$ cat config.mk
export PLATFORM = sky130hd
export DESIGN_NAME = axis_bram_read_streamer
export DESIGN_NICKNAME = d
export VERILOG_FILES = /design/src/rtl/axis_ctrl_pkg.sv /design/src/rtl/axis_skid_buffer.sv /design/src/rtl/axis_bram_read_streamer.sv
export SDC_FILE = /design/constraint.sdc
export NUM_CORES = 1
export LEC_CHECK = 0
export CAP_MARGIN = 20
export CORE_UTILIZATION = 48
export CTS_CLUSTER_SIZE = 30
export DETAILED_ROUTE_END_ITERATION = 16
export PLACE_DENSITY = 0.81
export SLEW_MARGIN = 20
export SYNTH_ARGS = -nofsm -noshare
export SYNTH_HDL_FRONTEND = slang
export SYNTH_SLANG_ARGS = --single-unit
$ cat constraint.sdc
create_clock -name aclk -period 3.5 [get_ports aclk]
set_input_delay 0.7 -clock aclk [delete_from_list [all_inputs] [get_ports aclk]]
set_output_delay 0.7 -clock aclk [all_outputs]
set_load 0.02 [all_outputs]
$ cat src/rtl/axis_ctrl_pkg.sv
// Shared definitions for the AXIS control wrapper: command constants,
// FSM state encodings for the write and read paths, and BRAM index width.
package axis_ctrl_pkg;

    localparam logic [15:0] MAGIC_WORD  = 16'hC0DE;
    localparam logic [15:0] INSTR_WRITE = 16'h0001;
    localparam logic [15:0] INSTR_READ  = 16'h0002;

    localparam int unsigned BRAM_IDX_W = 5;

    typedef enum logic [2:0] {
        WR_IDLE,
        WR_CHECK,
        WR_RECV,
        WR_DONE
    } write_state_t;

    typedef enum logic [2:0] {
        RD_IDLE,
        RD_CHECK,
        RD_STREAM,
        RD_DRAIN,
        RD_DONE
    } read_state_t;

endpackage

$ cat src/rtl/axis_skid_buffer.sv
// Two-entry output buffer with registered valid/data. The producer is
// credit-managed through level and must never push while two entries are held.
module axis_skid_buffer #(
    parameter int unsigned WIDTH = 17
) (
    input  logic             aclk,
    input  logic             aresetn,
    input  logic             s_valid,
    input  logic [WIDTH-1:0] s_data,
    output logic             m_valid,
    output logic [WIDTH-1:0] m_data,
    input  logic             m_ready,
    output logic [1:0]       level
);

    logic [WIDTH-1:0] mem [2];
    logic             wr_ptr;
    logic             rd_ptr;
    logic             pop;

    assign m_valid = (level != 2'd0);
    assign m_data  = mem[rd_ptr];
    assign pop     = m_valid && m_ready;

    always_ff @(posedge aclk or negedge aresetn) begin
        if (!aresetn) begin
            mem[0] <= '0;
            mem[1] <= '0;
            wr_ptr <= 1'b0;
            rd_ptr <= 1'b0;
            level  <= 2'd0;
        end else begin
            if (s_valid) begin
                mem[wr_ptr] <= s_data;
                wr_ptr      <= ~wr_ptr;
            end
            if (pop) begin
                rd_ptr <= ~rd_ptr;
            end
            level <= level + 2'(s_valid) - 2'(pop);
        end
    end

endmodule

$ cat src/rtl/axis_bram_read_streamer.sv
// Streams a BRAM-major sweep of the flattened BRAM read port onto AXIS.
// Optional READ_HEADER_EN prefixes each stream with MAGIC_WORD and the beat count.
module axis_bram_read_streamer
    import axis_ctrl_pkg::*;
#(
    parameter int unsigned DATA_WIDTH = 16,
    parameter int unsigned BRAM_COUNT = 8,
    parameter int unsigned BRAM_DEPTH = 512,
    parameter int unsigned ADDR_WIDTH = 9
) (
    input  logic                             aclk,
    input  logic                             aresetn,
    input  logic                             cmd_start,
    input  logic [BRAM_IDX_W-1:0]            cmd_bram_start,
    input  logic [BRAM_IDX_W-1:0]            cmd_bram_end,
    input  logic [ADDR_WIDTH-1:0]            cmd_addr_start,
    input  logic [15:0]                      cmd_count,
    output logic [ADDR_WIDTH-1:0]            bram_rd_addr,
    input  logic [BRAM_COUNT*DATA_WIDTH-1:0] bram_rd_data_flat,
    output logic [DATA_WIDTH-1:0]            m_axis_tdata,
    output logic                             m_axis_tvalid,
    input  logic                             m_axis_tready,
    output logic                             m_axis_tlast,
    output logic                             read_done,
    output logic                             busy,
    output logic                             cmd_error
);

    read_state_t state, state_nxt;

    logic [BRAM_IDX_W-1:0] bram_start_q, bram_end_q, bram_q, pipe_bram;
    logic [ADDR_WIDTH-1:0] addr_start_q;
    logic [15:0]           count_q, word_cnt;
    logic                  cmd_ok, word_end, last_word;
    logic                  issue, data_issue, room, pop;
    logic                  pipe_valid, pipe_last;
    logic [DATA_WIDTH-1:0] rd_word, beat_data;
    logic [1:0]            skid_level;

    assign cmd_ok    = (bram_end_q > bram_start_q) && (32'(bram_end_q) <= BRAM_COUNT) &&
                       (count_q != '0);
    assign word_end  = (word_cnt == count_q - 16'd1);
    assign last_word = word_end && (bram_q == bram_end_q - BRAM_IDX_W'(1));
    assign pop       = m_axis_tvalid && m_axis_tready;
    // A beat leaving this cycle frees its slot, which keeps 1 beat/cycle under full flow.
    assign room      = ({1'b0, skid_level} + {2'b00, pipe_valid}) < (3'd2 + {2'b00, pop});

    always_ff @(posedge aclk or negedge aresetn) begin
        if (!aresetn) state <= RD_IDLE;
        else          state <= state_nxt;
    end

    always_comb begin
        state_nxt = state;
        unique case (state)
            RD_IDLE:   if (cmd_start) state_nxt = RD_CHECK;
            RD_CHECK:  state_nxt = cmd_ok ? RD_STREAM : RD_IDLE;
            RD_STREAM: if (data_issue && last_word) state_nxt = RD_DRAIN;
            RD_DRAIN:  if (pop && m_axis_tlast) state_nxt = RD_DONE;
            RD_DONE:   state_nxt = RD_IDLE;
            default:   state_nxt = RD_IDLE;
        endcase
    end

    always_comb begin
        busy      = 1'b0;
        cmd_error = 1'b0;
        read_done = 1'b0;
        issue     = 1'b0;
        unique case (state)
            RD_CHECK: begin
                busy      = cmd_ok;
                cmd_error = !cmd_ok;
            end
            RD_STREAM: begin
                busy  = 1'b1;
                issue = room;
            end
            RD_DRAIN: busy      = 1'b1;
            RD_DONE:  read_done = 1'b1;
            default:  ;
        endcase
    end

    always_ff @(posedge aclk or negedge aresetn) begin
        if (!aresetn) begin
            bram_start_q <= '0;
            bram_end_q   <= '0;
            addr_start_q <= '0;
            count_q      <= '0;
            bram_q       <= '0;
            word_cnt     <= '0;
            bram_rd_addr <= '0;
            pipe_valid   <= 1'b0;
            pipe_bram    <= '0;
            pipe_last    <= 1'b0;
        end else begin
            if (state == RD_IDLE && cmd_start) begin
                bram_start_q <= cmd_bram_start;
                bram_end_q   <= cmd_bram_end;
                addr_start_q <= cmd_addr_start;
                count_q      <= cmd_count;
            end
            if (state == RD_CHECK) begin
                bram_q       <= bram_start_q;
                word_cnt     <= '0;
                bram_rd_addr <= addr_start_q;
            end else if (data_issue) begin
                if (word_end) begin
                    word_cnt     <= '0;
                    bram_q       <= bram_q + BRAM_IDX_W'(1);
                    bram_rd_addr <= addr_start_q;
                end else begin
                    word_cnt     <= word_cnt + 16'd1;
                    bram_rd_addr <= (bram_rd_addr == ADDR_WIDTH'(BRAM_DEPTH - 1)) ?
                                    '0 : bram_rd_addr + ADDR_WIDTH'(1);
                end
            end
            pipe_valid <= issue;
            pipe_bram  <= bram_q;
            pipe_last  <= data_issue && last_word;
        end
    end

    always_comb begin
        rd_word = '0;
        for (int unsigned b = 0; b < BRAM_COUNT; b++) begin
            if (pipe_bram == BRAM_IDX_W'(b)) rd_word = bram_rd_data_flat[b*DATA_WIDTH +: DATA_WIDTH];
        end
    end

`ifdef READ_HEADER_EN
    logic [1:0]            hdr_left;
    logic [15:0]           total_q;
    logic                  pipe_hdr;
    logic [DATA_WIDTH-1:0] pipe_hdr_word;

    // Header beats ride the read pipeline as pseudo-reads, so they take buffer credit normally.
    assign data_issue = issue && (hdr_left == 2'd0);
    assign beat_data  = pipe_hdr ? pipe_hdr_word : rd_word;

    always_ff @(posedge aclk or negedge aresetn) begin
        if (!aresetn) begin
            hdr_left      <= 2'd0;
            total_q       <= '0;
            pipe_hdr      <= 1'b0;
            pipe_hdr_word <= '0;
        end else begin
            if (state == RD_CHECK) begin
                hdr_left <= 2'd2;
                total_q  <= 16'(bram_end_q - bram_start_q) * count_q;
            end else if (issue && hdr_left != 2'd0) begin
                hdr_left <= hdr_left - 2'd1;
            end
            pipe_hdr      <= issue && (hdr_left != 2'd0);
            pipe_hdr_word <= (hdr_left == 2'd2) ? DATA_WIDTH'(MAGIC_WORD) : DATA_WIDTH'(total_q);
        end
    end
`else
    assign data_issue = issue;
    assign beat_data  = rd_word;
`endif

    axis_skid_buffer #(
        .WIDTH(DATA_WIDTH + 1)
    ) u_skid (
        .aclk    (aclk),
        .aresetn (aresetn),
        .s_valid (pipe_valid),
        .s_data  ({pipe_last, beat_data}),
        .m_valid (m_axis_tvalid),
        .m_data  ({m_axis_tlast, m_axis_tdata}),
        .m_ready (m_axis_tready),
        .level   (skid_level)
    );

endmodule

Word level (Yosys, flattened, before mapping)
Index checks and enable logic that the tools add are counted.
W data, S select, Z words.
{"block": "word_totals", "regBits": 113, "in_bits": 167}
{"block": "op_classes", "muxes": 33, "n_bitwise": 4, "addsub": 9, "reduce_logical": 18, "n_eq_ne": 17, "order_cmp": 6}
{"operator": "$mux W16", "count": 11}
{"operator": "$mux W17", "count": 4}
{"operator": "$mux W9", "count": 4}
{"operator": "$bwmux W34", "count": 1}
{"operator": "$eq A5 B3 Y1 const B", "count": 4}
{"operator": "$demux W17 S1", "count": 1}
{"operator": "$add A16 B1 Y16 const B", "count": 1}
{"operator": "$eq A16 B16 Y1", "count": 1}
{"operator": "$reduce_bool A16 Y1", "count": 1}
{"operator": "$sub A16 B1 Y16 const B", "count": 1}
{"operator": "$mux W5", "count": 3}
{"operator": "$pmux W3 S4", "count": 1}
{"operator": "$eq A5 B2 Y1 const B", "count": 2}
{"operator": "$add A9 B1 Y9 const B", "count": 1}
{"operator": "$eq A9 B9 Y1 const B", "count": 1}
{"operator": "$mux W3", "count": 3}
{"operator": "$logic_and A1 B1 Y1", "count": 8}
{"operator": "$eq A3 B2 Y1 const B", "count": 2}
{"operator": "$ne A2 B2 Y1 const B", "count": 3}
{"operator": "$reduce_bool A2 Y1", "count": 3}
{"operator": "$add A5 B1 Y5 const B", "count": 1}
{"operator": "$eq A5 B1 Y1 const B", "count": 1}
{"operator": "$eq A5 B5 Y1", "count": 1}
{"operator": "$gt A5 B5 Y1", "count": 1}
{"operator": "other kinds (22)", "count": 27}

Longest topological paths before layout
{"block": "logic_depth", "word_depth": 10, "ltp_mapped": 11, "depth_no_buf": 10}

Hierarchy
A second synthesis with hierarchy kept.
{"block": "unflattened", "cells_unflattened": 691, "area_unflattened_um2": 6892.9}
{"module": "axis_bram_read_streamer", "n_inst": 1, "cells_per_inst": 585, "seq_area_each_um2": 1876.8, "area_per_inst_um2": 5183.7}
{"module": "axis_skid_buffer", "n_inst": 1, "cells_per_inst": 106, "seq_area_each_um2": 950.9, "area_per_inst_um2": 1709.1}

Least setup slack after synthesis
Ideal clock, no wire load.
{"block": "synth_timing", "path_type": "register -> output", "from": "reg state[0]", "to": "out busy", "path_buffers": 4, "t_arrival_ps": 1905, "path_slack_ps": 895, "required_ps": 2800, "path_stages_with_launch": 7, "path_cell_list": "dfrtp_1 clkbuf_1 nor3b_1 clkbuf_1 clkbuf_1 clkbuf_1 a21o_1"}
{"block": "synth_between", "elab_chain_cells": 3}
{"element": "start: declaration", "line": "axis_bram_read_streamer.sv:29", "text": "read_state_t state, state_nxt;"}
{"element": "start signal: assignment", "line": "axis_bram_read_streamer.sv:50", "text": "else state <= state_nxt;"}
{"element": "$eq A3 B2 Y1", "line": "axis_bram_read_streamer.sv:70", "text": "unique case (state)"}
{"element": "$reduce_or A2 Y1 (no line)"}
{"element": "$pmux W1 S2 *", "line": "axis_bram_read_streamer.sv:70"}
{"element": "end: declaration", "line": "axis_bram_read_streamer.sv:25", "text": "output logic busy,"}
Every way passes the cells marked *; elsewhere a longest branch is shown, timed or not.

Worst setup path after layout
{"block": "layout_timing", "from": "reg count_q[1]", "to": "reg word_cnt[12]"}
{"block": "layout_between", "elab_chain_cells": 5}
{"element": "start: declaration", "line": "axis_bram_read_streamer.sv:33", "text": "logic [15:0] count_q, word_cnt;"}
{"element": "start signal: assignment", "line": "axis_bram_read_streamer.sv:102", "text": "count_q <= cmd_count;"}
{"element": "$sub A16 B1 Y16", "line": "axis_bram_read_streamer.sv:42", "text": "assign word_end = (word_cnt == count_q - 16'd1);"}
{"element": "$eq A16 B16 Y1", "line": "axis_bram_read_streamer.sv:42"}
{"element": "$mux W16", "line": "axis_bram_read_streamer.sv:109", "text": "if (word_end) begin"}
{"element": "$mux W16", "line": "axis_bram_read_streamer.sv:108", "text": "end else if (data_issue) begin"}
{"element": "$mux W16", "line": "axis_bram_read_streamer.sv:104", "text": "if (state == RD_CHECK) begin"}
{"element": "end signal: assignment", "line": "axis_bram_read_streamer.sv:114", "text": "word_cnt <= word_cnt + 16'd1;"}
{"element": "end: declaration", "line": "axis_bram_read_streamer.sv:33"}
No other way between the ends. The select of a mux whose other input is x is not followed.
A chain may end at the register's enable or synchronous reset.

==> impl_metrics.ini <==
[yosys]
ys_ff_latch = 113
yosys_most_used_dff = dfrtp_1
synth_cells = 698
avgSynthCellArea_sq_um = 9.68
synth.distinct_cells = 64
yosysSeqAreaShare_pct = 41.9
yosys_warnings = 0
yosys-top-cells-area = dfrtp_1, mux2_2, o21ai_0
syn_nets = 882
yosys.area.top_type = dfrtp_1
yosysMostFrequentCell = dfrtp_1
synth_commonest_cells = dfrtp_1, nand2_1, o21ai_0, mux2_2, clkbuf_1
synth_area_sq_um = 6760
async_flop_share_pct = 100
synth_edf_count = 0
synth_top_area_share_pct = 41.9

[power_and_ir_drop]
swShare_pct = 30.5
p_total_mw = 4.74
pwr-share-clk_pct = 40.3
p_leak_nw = 4.14
switchingPower_mw = 1.44
pwr-share-seq_pct = 35.5
irDropWorstVdd_mv = 0.453
powerDensity_nw_per_um2 = 493
p_int_mw = 3.30
p_comb_share_pct = 24.2

[floorplanning]
core_sq_um = 13500
initial_core_util_pct = 50.0
ios = 197
die_y_um = 121
dieArea_sq_um = 14600
die_w_um = 121
rows = 42

[critical_path]
worst-setup-path-type = register to register
rr_startpoint = count_q[1]$_DFFE_PN0P_
cp.arrival_ns = 3.46
crit_chain = inv_1 > ha_1 > nor3b_2 > and3_1 > nor2_1 > a211o_1 > a31oi_2 > nor3_2 > or3_1 > o311ai_0
worst-r2r-cell-count = 10
critPathBufInv = 1
required_ns = 3.78
cp_max_fo = 6
critical_path.startpoint = count_q[1]$_DFFE_PN0P_
end_kind = register
startpoint_type = register
r2r-end = word_cnt[12]$_DFFE_PN0P_
cp_top_family = simple AND/OR/NAND/NOR gates
rrSetupSlack_ns = 0.33
cp_slowest_cell = dfrtp_1
critPathMaxStageDelay_ns = 0.44

[drt]
wire_per_inst_um = 21.1
drcViolationCount = 0
wirelength_mm = 22.7
drtIter0Drc = 729
drtPass1Iterations = 8
vias = 6462
antenna_left = 0
vias_per_cell = 6.00

[placed_design]
hpwl_mm = 16.7
gp_congestion = 0.986
port_buffers = 196

[timing]
fin_setup_tns_ns = 0
fmax_mhz = 315
worst_slew_pin_slew_ns = 1.03
report.final.hold_viol_count = 0
slew_headroom_pct = 31.0
rsz0062_at_grt = no
fin_skew_ns = 0.00751
min_period_ns = 3.17
fin_crit_sh_pct = 90.7
setup_viol = 0
maxSlewViolCount = 0

[grt]
track_usage_pct = 32.0
grt_max_degree = 87
grt_pass1_vias = 6411
gr-total-overflow = 0
grt_pass1_wl_mm = 35.3
antenna_found_initial = 0

[layout]
fin_nets = 1072
nFillCells = 1004
syn_to_final_growth_pct = 42.3
drive_above_1_share_pct = 14.4
antennaDiodeCount = 0

[clock_tree]
cts_buffer_depth = 2
ctsHoldBuffers = 0
cts-root-buf = clkbuf_16
cts.sinks = 113
clk_latency_ns = 0.41
path_clk_slew_ns = 0.06
cts_buffers = 17
cts_tree = done
htreeDepth = 4

[outcome]
status = complete, no violations

[run]
maxCapViolCount = 0

[min_path]
hold_class = primary input to asynchronous set/reset pin
==> area by class of cell <==
cell class	instances	area, sq um	area share, %
flip-flops and latches	113	2830	29.4
clock inverters	14	213	2.21
clock buffers	18	439	4.57
repair buffers	212	2100	21.8
inverters	20	75.1	0.781
well taps	176	220	2.29
multi-input cells	524	3740	38.9
==> timing repair <==
action,in CTS,in global routing
buffers inserted,0,1
resized for setup,2,2
endpoints found under the setup margin,1,2
pin swaps,1,1
==> logic make-up after synthesis <==
| kind of cell | share of synthesized area, % |
|---|---|
| buf+inv | 3.50 |
| xor+xnor | 4.28 |
| compound gates | 17.6 |
| simple gates | 18.1 |
| flops | 41.9 |
| fa+ha+maj | 3.15 |
| mux | 11.6 |
==> worst max-delay path by stage <==
stage | slack, ns | cells after the start | end
detailed placement | 0.33 | 9 | word_cnt[2]$_DFFE_PN0P_
global placement | 0.42 | 9 | word_cnt[11]$_DFFE_PN0P_
CTS | 0.05 | 9 | busy
floorplan | 0.90 | 6 | busy
finish | 0.33 | 10 | word_cnt[12]$_DFFE_PN0P_
global route | 0.10 | 10 | word_cnt[10]$_DFFE_PN0P_
==> per-layer routing <==
| metal | GRT usage [%] | vias to the layer above | share of wire, % |
|---|---|---|---|
| li1 | - | 2977 | - |
| met4 | 6.02 | 0 | 1.2 |
| met3 | 7.12 | 35 | 6.8 |
| met1 | 43.6 | 3155 | 44 |
| met5 | 0 | - | 0 |
| met2 | 52.6 | 295 | 48 |
==> sequential cells by signal, indices dropped and copies added, names as in the netlist, 9 cells and up <==
register,cells
word_cnt,16
addr_start_q,9
u_skid.mem,34
count_q,16
bram_rd_addr,9
==> placed cells by master (no fill, tap or decap), types with 7 or more instances in the layout <==
cell type / instances
clkdlybuf4s50_1: 193
dfrtp_1: 113
nand2_1: 81
o21ai_0: 62
mux2_2: 56
a22oi_1: 34
nand3_1: 27
nor3_1: 23
nor2_1: 20
a21oi_1: 20
xnor2_1: 20
inv_1: 19
ha_1: 17
clkbuf_16: 17
buf_4: 16
mux2i_1: 15
xor2_1: 13
a222oi_1: 13
nor4_1: 9
nand2b_1: 8
nand4_1: 7
and3_1: 7
==> power groups by stage <==
| stage | sequential, mW | combinational [mW] | clock, mW |
|---|---|---|---|
| floorplan | 1.61 | 0.664 | 0 |
| global placement | 1.68 | 1.09 | 0 |
| detailed placement | 1.69 | 1.13 | 0 |
| CTS | 1.67 | 1.14 | 1.93 |
| global route | 1.70 | 1.25 | 1.98 |
| finish | 1.68 | 1.15 | 1.91 |
==> through the flow <==
step           instances  setup WS (ns)  cell area, sq um  utilization, %  hold WS [ns]
2_1_floorplan        698          0.895              6760               -         0.352
3_3_place_gp        1044          0.420              8940            66.2         0.456
3_5_place_dp        1044          0.334              8940            66.2         0.466
4_1_cts             1076         0.0462              9600            71.1         0.215
5_1_grt             1077          0.105              9620            71.2         0.225
6_report            1077          0.325              9620            71.2         0.208
(Power assumes the default switching activity.)
